===== config.mk =====
export PLATFORM = sky130hd
export DESIGN_NAME = gain_scaler_mc
export DESIGN_NICKNAME = d
export VERILOG_FILES = /design/src/rtl/gain_scaler_mc.sv
export SDC_FILE = /design/constraint.sdc
export NUM_CORES = 1
export LEC_CHECK = 0
export CAP_MARGIN = 20
export CORE_MARGIN = 8
export CORE_UTILIZATION = 40
export CTS_CLUSTER_DIAMETER = 80
export DETAILED_ROUTE_END_ITERATION = 10
export PLACE_DENSITY = 0.64
export RECOVER_POWER = 25
export SLEW_MARGIN = 0
export SYNTH_ARGS = -nofsm -noshare
export SYNTH_HDL_FRONTEND = slang
export SYNTH_SLANG_ARGS = --single-unit

===== constraint.sdc =====
create_clock -name clk -period 9.8 [get_ports clk]
set_clock_uncertainty 0.05 [all_clocks]
set_input_delay 1.96 -clock clk [delete_from_list [all_inputs] [get_ports clk]]
set_output_delay 1.96 -clock clk [all_outputs]
set_load 0.05 [all_outputs]

===== src/rtl/gain_scaler_mc.sv =====
// Multi-channel two-stage fractional gain: out = round(in * coef / 2^(COEF_W-1)),
// saturated to DATA_W, with per-channel coefficients and saturation telemetry.
module gain_scaler_mc #(
    parameter int DATA_W   = 16,
    parameter int COEF_W   = 16,
    parameter int CHANNELS = 4,
    parameter int CH_W     = 2,
    parameter int COEF_RST = 32766
) (
    input  logic                       clk,
    input  logic                       rst,
    input  logic                       in_valid,
    output logic                       in_ready,
    input  logic [CH_W-1:0]            in_ch,
    input  logic signed [DATA_W-1:0]   in_data,
    input  logic                       coef_wr,
    input  logic [CH_W-1:0]            coef_ch,
    input  logic signed [COEF_W-1:0]   coef_data,
    output logic                       out_valid,
    input  logic                       out_ready,
    output logic [CH_W-1:0]            out_ch,
    output logic signed [DATA_W-1:0]   out_data,
    output logic [CHANNELS-1:0]        sat_flag,
    input  logic                       sat_clr,
    output logic [15:0]                sat_count
);

    localparam int PW = DATA_W + COEF_W;
    localparam logic signed [PW-1:0] HALF = {{(PW-COEF_W+1){1'b0}}, 1'b1, {(COEF_W-2){1'b0}}};
    localparam logic signed [PW-1:0] MAXV = {{(PW-DATA_W+1){1'b0}}, {(DATA_W-1){1'b1}}};
    localparam logic signed [PW-1:0] MINV = {{(PW-DATA_W+1){1'b1}}, {(DATA_W-1){1'b0}}};

    // Round half toward +inf, then drop the Q1.(COEF_W-1) fraction bits.
    function automatic logic signed [PW-1:0] round_p(input logic signed [PW-1:0] p);
        return (p + HALF) >>> (COEF_W - 1);
    endfunction

    function automatic logic is_sat(input logic signed [PW-1:0] r);
        return (r > MAXV) || (r < MINV);
    endfunction

    function automatic logic signed [DATA_W-1:0] sat_val(input logic signed [PW-1:0] r);
        if (r > MAXV) return MAXV[DATA_W-1:0];
        if (r < MINV) return MINV[DATA_W-1:0];
        return r[DATA_W-1:0];
    endfunction

    logic signed [COEF_W-1:0] coef [CHANNELS];
    logic                     adv;
    logic                     accept;
    logic                     ch_ok_in;
    logic                     ch_ok_wr;
    logic signed [PW-1:0]     din_x;
    logic signed [PW-1:0]     cf_x;
    logic signed [PW-1:0]     prod;
    logic signed [PW-1:0]     prod_p1;
    logic signed [PW-1:0]     rnd;
    logic [CH_W-1:0]          ch_p1;
    logic                     ok_p1;
    logic                     vld_p1;
    logic                     sat_evt;
    logic [CHANNELS-1:0]      evt_vec;

    assign adv      = !out_valid || out_ready;
    assign in_ready = adv && !rst;
    assign accept   = in_valid && in_ready;
    assign ch_ok_in = int'(in_ch) < CHANNELS;
    assign ch_ok_wr = int'(coef_ch) < CHANNELS;

    // Out-of-range channels multiply by zero so they can never saturate.
    always_comb begin
        din_x = in_data;
        cf_x  = '0;
        if (ch_ok_in) cf_x = coef[in_ch];
        prod  = din_x * cf_x;
    end

    always_ff @(posedge clk) begin
        if (rst) begin
            for (int c = 0; c < CHANNELS; c++) coef[c] <= COEF_W'(COEF_RST);
        end else if (coef_wr && ch_ok_wr) begin
            coef[coef_ch] <= coef_data;
        end
    end

    // ---- stage 1: full-precision product ----
    always_ff @(posedge clk) begin
        if (rst) vld_p1 <= 1'b0;
        else if (adv) vld_p1 <= accept;
    end

    always_ff @(posedge clk) begin
        if (adv) begin
            prod_p1 <= prod;
            ch_p1   <= in_ch;
            ok_p1   <= ch_ok_in;
        end
    end

    // ---- stage 2: round, saturate, output register ----
    assign rnd     = round_p(prod_p1);
    assign sat_evt = adv && vld_p1 && ok_p1 && is_sat(rnd);

    always_ff @(posedge clk) begin
        if (rst) begin
            out_valid <= 1'b0;
            out_data  <= '0;
            out_ch    <= '0;
        end else if (adv) begin
            out_valid <= vld_p1;
            if (vld_p1) begin
                out_ch   <= ch_p1;
                out_data <= ok_p1 ? sat_val(rnd) : '0;
            end
        end
    end

    always_comb begin
        evt_vec = '0;
        for (int c = 0; c < CHANNELS; c++)
            if (sat_evt && int'(ch_p1) == c) evt_vec[c] = 1'b1;
    end

    // A clear coinciding with a new event leaves only that event recorded.
    always_ff @(posedge clk) begin
        if (rst) begin
            sat_flag  <= '0;
            sat_count <= '0;
        end else if (sat_clr) begin
            sat_flag  <= evt_vec;
            sat_count <= sat_evt ? 16'd1 : 16'd0;
        end else if (sat_evt) begin
            sat_flag <= sat_flag | evt_vec;
            if (sat_count != 16'hFFFF) sat_count <= sat_count + 16'd1;
        end
    end

endmodule

### Yosys cells after proc, flatten, opt, wreduce, memory -nomap -nowiden

Memories as Yosys holds them, arrays and structs flattened.
Cells that the tools add are included.
Widths: inputs -> output; s select.

| storage, ports and cells | value |
|---|---|
| memory bits (writable) | 64 |
| flip-flop bits (word level) | 74 |
| logic and storage cells | 68 |
| memories | 1 |

Memory list:

| memory | words | bits a word | rd ports | clocked after Yosys merged registers in | write ports | RTL line | RTL |
|---|---|---|---|---|---|---|---|
| coef | 4 | 16 | 1 | 0 | 4 | 48 | `logic signed [COEF_W-1:0] coef [CHANNELS];` |

| cells by class | value |
|---|---|
| reductions and logical operators | 18 |
| add/sub/neg operators | 2 |
| magnitude comparators | 2 |
| equal/unequal tests | 4 |
| bitwise logic cells | 1 |
| multiplexer cells | 31 |
| $mul | 1 |

Operators by type and width:

| cell | number |
|---|---|
| $mux 16 | 8 |
| $add 32x16->32 const B | 1 |
| $mul 16x16->32 | 1 |
| $mux 1 | 20 |
| $gt 17x16->1 const B | 1 |
| $lt 17x16->1 const B | 1 |
| $add 16x1->16 const B | 1 |
| $ne 16x16->1 const B | 1 |
| $reduce_or 16->1 | 1 |
| $logic_and 1x1->1 | 8 |
| $mux 4 | 2 |
| $eq 2x2->1 const B | 2 |
| $or 4x4->4 | 1 |
| $reduce_and 2->1 | 2 |
| $reduce_bool 2->1 | 2 |
| $eq 2x1->1 const B | 1 |
| $logic_not 1->1 | 2 |
| $logic_not 2->1 | 1 |
| $logic_or 1x1->1 | 2 |
| $mux 2 | 1 |

### Logic depth before layout (Yosys ltp)

Gate-level depths: netlist of run 1.

| depth | value |
|---|---|
| word-level depth | 12 |
| depth in mapped cells | 25 |
| gate-level depth less buffers | 22 |

### Least setup slack after synthesis of run 1

OpenSTA, ideal clock, no wires.

| timing | value |
|---|---|
| kind | input to register |
| from | in in_ch[0] |
| to | reg prod_p1[30] (data pin) |
| data arrival time | 8.264 ns |
| stages on the path | 21 |
| slack | 1.211 ns |
| required time | 9.474 ns |
| buffers on the path | 4 |
| cell sequence | buf_4 buf_2 mux4_2 clkbuf_1 nand2_1 inv_1 fa_1 fa_1 fa_1 fa_1 fa_1 inv_1 fa_1 inv_1 ha_1 clkbuf_1 nand4_1 nor4_1 a21oi_1 o311ai_0 xor2_1 |

| on the way | value |
|---|---|
| word-level cells in the longest chain between the ends | 2 |

RTL lines:

| what | RTL line | RTL |
|---|---|---|
| from (decl) | 14 | `input logic [CH_W-1:0] in_ch,` |
| $mem_v2 4x16 | - |  |
| $mul 16x16->32 | 75 | `prod = din_x * cf_x;` |
| via prod[30] | 55 | `logic signed [PW-1:0] prod;` |
| to (signal assigned) | 94 | `prod_p1 <= prod;` |
| to (decl) | 56 | `logic signed [PW-1:0] prod_p1;` |

The timed path passes the listed nets, and every way through them passes these cells.
A chain may end at the register's enable or synchronous reset.

### Worst setup path after layout of run 1

| timing | value |
|---|---|
| from | in in_ch[0] |
| to | reg prod_p1[28] (data pin) |

The elaborated chain is that of the path after synthesis.

==> flow_metrics.env, run 1 <==
export IMPL_synthFlopType="edfxtp_1"
export IMPL_ff2ff_path_depth=20
export IMPL_drv_slew=32
export IMPL_dr_pass1_iters=5
export IMPL_antenna_found_initial=1
export IMPL_postCtsSetupRepairBufs=0
export IMPL_rsz0062_at_grt="false"
export IMPL_die_x_um=210
export IMPL_gr_total_overflow=0
export IMPL_die_h_um=210
export IMPL_final_nets=1954
export IMPL_drt_total_wl_mm=34.9
export IMPL_cts_root_buf="clkbuf_16"
export IMPL_synthXorXnorAreaFrac_pct=3.34
export IMPL_worstSkewPairLatency_ns=0.42
export IMPL_ys_warnings_count=0
export IMPL_die_area_um2=44300
export IMPL_required_ns=9.91
export IMPL_hold_depth=2
export IMPL_critPathKind="input port to register"
export IMPL_track_usage_pct=16.7
export IMPL_ys_ff_latch=124
export IMPL_ys_top_cells_by_area="fa_1 (35%), edfxtp_1 (17%), inv_1 (7.2%)"
export IMPL_synth_nets=1899
export IMPL_syn_cell_area_um2=15100
export IMPL_core_area_um2=37500
export IMPL_synth_top_area_share_pct=34.5
export IMPL_syn_avg_cell_area_um2=9.98
export IMPL_worstPathArrival_ns=9.24
export IMPL_vias=10400
export IMPL_synth_mux_area_fraction_pct=2.37
export IMPL_first_iter_violations=592
export IMPL_num_antenna_cells=0
export IMPL_grt_max_degree=32
export IMPL_area_growth_synth_to_final_pct=12.6
export IMPL_drive_above_1_share_pct=4.93
export IMPL_synth_top_family_by_area="adder cells"
export IMPL_cts_resized=0
export IMPL_setup_viol=0
export IMPL_place_congestion=0.860
export IMPL_numCtsBuffers=17
export IMPL_pin_count=82
export IMPL_tightest_slew_ns=1.58
export IMPL_period_needed_ns=9.13
export IMPL_cts_hold_buf=0
export IMPL_postRouteAntennaNets=0
export IMPL_cts_htree_levels=4
export IMPL_hold_viol_final=0
export IMPL_netlist_top_cell_by_area="fa_1"
export IMPL_initial_core_util_pct=40.4
export IMPL_synthAdderAreaFrac_pct=41.2
export IMPL_status="finished, violations left"
export IMPL_yosysSeqAreaShare_pct=22.0
export IMPL_slew_headroom_pct=-5.58
export IMPL_fin_crit_sh_pct=93.2
export IMPL_synth_compound_area_share_pct=5.25
export IMPL_setup_worst_path_start_class="input port"
export IMPL_regToRegStartpoint="coef[3][6]"
export IMPL_fin_setup_tns_ns=0
export IMPL_dpl_hpwl_mm=28.0
export IMPL_synth_edf_count=84
export IMPL_grt_pass1_vias=11600
export IMPL_holdCritStartpoint="sat_flag[3]"
export IMPL_max_freq_mhz=110
export IMPL_rows=71
export IMPL_grt_pass1_wl_mm=59.7
export IMPL_hold_path_class="register to register"
export IMPL_path_clk_slew_ns=0.06
export IMPL_async_flop_share_pct=0
export IMPL_wl_per_cell_um=16.6
export IMPL_cp_startpoint="in_ch[0]"
export IMPL_ctsLongestPathBuffers=2
export IMPL_numPortBuffers=81
export IMPL_netlist_instances=1515
export IMPL_viasPerCell=4.98
export IMPL_cts_tree="yes"
export IMPL_failed_checks="capacitance limit, slew limit"
export IMPL_cts_sinks=124
export IMPL_drv_cap=1
export IMPL_crit_path_end_kind="register"
export IMPL_drcViolationCount=0
export IMPL_synthSimpleGateAreaFrac_pct=17.0
export IMPL_crit_fanout=16
export IMPL_synth_distinct_cells=53
[logic make-up (layout without fill, tap and decap cells)]
logic type	Yosys count	after routing
muxes	17	17
and+or+nand+nor	498	498
DFF	124	124
xor gates and xnor gates	56	56
buffers and inverters	353	421
AOI/OAI and AO/OA	125	125
adders and majority gates	342	342
[layer usage]
layer  vias to the layer above  wire, µm  track usage [%]
met3                        31      1410             1.90
met2                       239     17500             29.4
met4                         0       497             4.54
met5                         -         0                0
met1                      5328     15500             21.8
li1                       4824         -                -
[cell usage after synthesis (4+ instances only)]
cell type  count
inv_1        292
fa_1         261
nand2_1      157
and2_1       135
edfxtp_1      84
ha_1          81
nor2_1        62
nand2b_1      58
clkbuf_1      56
a21oi_1       41
dfxtp_1       40
xnor2_1       29
xor2_1        26
o21ai_0       23
nand3_1       20
a211oi_1      16
mux4_2        15
nand4_1       13
nor3_1        13
a21o_1        11
and3_1         8
or2_2          8
a31oi_1        5
nor2b_1        5
nor4_1         5
o21bai_1       5
o21a_1         4
[placed cells by master, fill, tap and decap left out, types with 6 or more instances in the layout]
master	synthesis	final
a21oi_1	41	41
a21o_1	11	11
clkbuf_16	0	19
xnor2_1	29	29
or2_2	8	8
and2_1	135	135
buf_4	1	13
clkdlybuf4s50_1	0	75
nor2_1	62	62
dlygate4sd3_1	0	6
nand3_1	20	20
nand4_1	13	13
a211oi_1	16	16
edfxtp_1	84	84
nand2_1	157	157
and3_1	8	8
inv_1	292	292
ha_1	81	81
nand2b_1	58	58
nor3_1	13	13
fa_1	261	261
o21ai_0	23	23
xor2_1	26	26
mux4_2	15	15
dfxtp_1	40	40
[worst max-delay path, cell delays in order]
cell	delay [ns]
dlygate4sd3_1	0.95
buf_4	0.33
mux4_2	0.69
and2_1	0.24
fa_1	0.50
inv_1	0.06
fa_1	0.52
inv_1	0.05
fa_1	0.51
fa_1	0.44
fa_1	0.51
fa_1	0.49
ha_1	0.40
a222oi_1	0.35
nand2_1	0.10
a31oi_1	0.19
a22oi_2	0.17
a211oi_1	0.47
o41ai_1	0.15
xor2_1	0.15
[worst paths after layout]
check / slack, ns / to
setup reg to reg: 2.89 / prod_p1[30]
setup / recovery: 0.67 / prod_p1[28]
hold / removal: 0.40 / sat_flag[3]
hold reg to reg: 0.40 / sat_flag[3]
[stage by stage]
step	util, %	instance area, µm²	setup WS, ns	hold slack [ns]	instances
finish	45.4	17000	0.668	0.403	2094
global route	45.4	17000	0.209	0.451	2094
CTS	45.4	17000	0.736	0.410	2093
detailed placement	43.9	16500	0.272	0.403	2061
global placement	43.9	16500	0.386	0.396	2061
floorplan	-	15100	1.21	0.404	1515
[registers in the layout, indices dropped and copies added (netlist names)]
name and count:
prod_p1 18, out_valid 1, out_data 16, sat_count 16, sat_flag 4, ch_p1 2
vld_p1 1, coef 64, out_ch 2
[layout make-up]
class	instances	area (µm²)
Multi-Input combinational cell	1038	10500
Timing Repair Buffer	97	920
Clock inverter	11	78.8
Tap cell	511	639
Clock buffer	21	493
Sequential cell	124	3320
Fill cell	3557	20500
Inverter	292	1100
Power of run 1 is not shown: default switching activity piles up to over one toggle a cycle in this logic, so the estimate is an artifact.
==> run 2: changes to the inputs <==
- CAP_MARGIN: 20 -> 5
- SKIP_CTS_REPAIR_TIMING: not set -> 1
==> run 2 against run 1 <==
Against the previous run: critical path type unchanged; maximum frequency about the same; die area is the same; utilization hardly changed; cell count about the same; the run still ends with capacitance limit, slew limit left; first-iteration DRC count fell by 4.7%; sequential cell count unchanged; cell area about the same; largest cell class unchanged; setup slack improved by 0.0035 ns.
==> flow_metrics.env, run 2 (synthesis gave the netlist of run 1 again) <==
export IMPL_worstSkewPairLatency_ns=0.42
export IMPL_tightest_slew_ns=1.58
export IMPL_critPathKind="input port to register"
export IMPL_die_area_um2=44300
export IMPL_cts_root_buf="clkbuf_16"
export IMPL_dpl_hpwl_mm=28.0
export IMPL_fin_setup_tns_ns=0
export IMPL_die_x_um=210
export IMPL_largest_reg_flops=64
export IMPL_rows=71
export IMPL_grt_pass1_vias=11600
export IMPL_pin_count=82
export IMPL_wl_per_cell_um=16.7
export IMPL_drcViolationCount=0
export IMPL_core_area_um2=37500
export IMPL_final_nets=1953
export IMPL_crit_path_end_kind="register"
export IMPL_dp_cells=2061
export IMPL_top_register="coef"
export IMPL_gr_total_overflow=0
export IMPL_status="finished, violations left"
export IMPL_hold_viol_final=0
export IMPL_cts_htree_levels=4
export IMPL_vias=10400
export IMPL_crit_top_cell="fa_1"
export IMPL_drv_slew=32
export IMPL_slowest_stage="dlygate4sd3_1"
export IMPL_postRouteAntennaNets=0
export IMPL_max_freq_mhz=110
export IMPL_dr_pass1_iters=4
export IMPL_failed_checks="capacitance limit, slew limit"
export IMPL_cts_tree="yes"
export IMPL_worst_path_buf_inv=4
export IMPL_rsz0062_at_grt="false"
export IMPL_period_needed_ns=9.13
export IMPL_antenna_found_initial=1
export IMPL_grt_max_degree=32
export IMPL_crit_chain="dlygate4sd3_1, buf_4, mux4_2, and2_1, fa_1, inv_1, fa_1, inv_1, fa_1, fa_1, fa_1, fa_1, ha_1, a222oi_1, nand2_1, a31oi_1, a22oi_2, a211oi_1, o41ai_1, xor2_1"
export IMPL_first_iter_violations=564
export IMPL_setup_viol=0
export IMPL_path_clk_slew_ns=0.06
export IMPL_grt_pass1_wl_mm=59.7
export IMPL_required_ns=9.91
export IMPL_cts_sinks=124
export IMPL_place_congestion=0.860
export IMPL_initial_core_util_pct=40.4
export IMPL_hold_path_class="register to register"
export IMPL_drive_above_1_share_pct=4.87
export IMPL_mostFrequentLayoutCells="inv_1 (292), fa_1 (261), nand2_1 (157), and2_1 (135), edfxtp_1 (84)"
export IMPL_crit_fanout=16
export IMPL_fin_crit_sh_pct=93.1
export IMPL_mostFrequentLayoutCell="inv_1"
export IMPL_worstPathArrival_ns=9.23
export IMPL_top_regs="coef: 64 flops, prod_p1: 18 flops"
export IMPL_num_antenna_cells=0
export IMPL_setup_worst_path_start_class="input port"
export IMPL_die_h_um=210
export IMPL_slew_headroom_pct=-5.66
export IMPL_instances_no_fill=2093
export IMPL_ctsLongestPathBuffers=2
export IMPL_slowest_delay_ns=0.95
export IMPL_numCtsBuffers=17
export IMPL_area_growth_synth_to_final_pct=12.5
export IMPL_drt_total_wl_mm=34.9
export IMPL_drv_cap=1
export IMPL_cpLargestDelayFamily="adder cells"
export IMPL_track_usage_pct=16.7
export IMPL_numPortBuffers=81
export IMPL_viasPerCell=4.98
==> run 2: cell types whose count changed in the layout (fill, tap and decap cells not counted) <==
cell   before  now
buf_4      13   12
==> run 2: tightest hold or removal path, cell delays in order (launching register included) <==
cell and delay, ns:
dfxtp_1 0.32, nand2_1 0.05, o21ai_0 0.06
==> run 2: routing by layer <==
layer	up-vias	wire, µm	GRT usage [%]
li1	4824	-	-
met1	5341	15600	21.8
met2	228	17400	29.4
met3	32	1310	1.90
met4	0	505	4.54
met5	-	0	0
==> run 2: worst paths after layout <==
| path | startpoint | to | slack (ns) | depth (start not counted) |
|---|---|---|---|---|
| max | in_ch[0] | prod_p1[28] | 0.67 | 20 |
| min | sat_flag[3] | sat_flag[3] | 0.40 | 2 |
| max reg2reg | coef[3][6] | prod_p1[30] | 2.90 | 20 |
| min reg2reg | sat_flag[3] | sat_flag[3] | 0.40 | 2 |
==> run 2: area by class of cell <==
type | count | area [µm²]
clock inverter | 11 | 78.8
fill | 3558 | 20500
multi-input combinational | 1038 | 10500
timing repair buffer | 96 | 912
tap | 511 | 639
clock buffer | 21 | 493
inverter | 292 | 1100
sequential | 124 | 3320
==> run 2: metrics by stage <==
step	worst slack, ns	hold WS, ns	util, %	instance area [µm²]
floorplan	1.21	0.404	-	15100
global placement	0.386	0.396	43.9	16500
detailed placement	0.272	0.403	43.9	16500
CTS	0.736	0.410	45.4	17000
global route	0.209	0.451	45.4	17000
finish	0.671	0.403	45.4	17000
Power of run 2 is left out for the same reason.
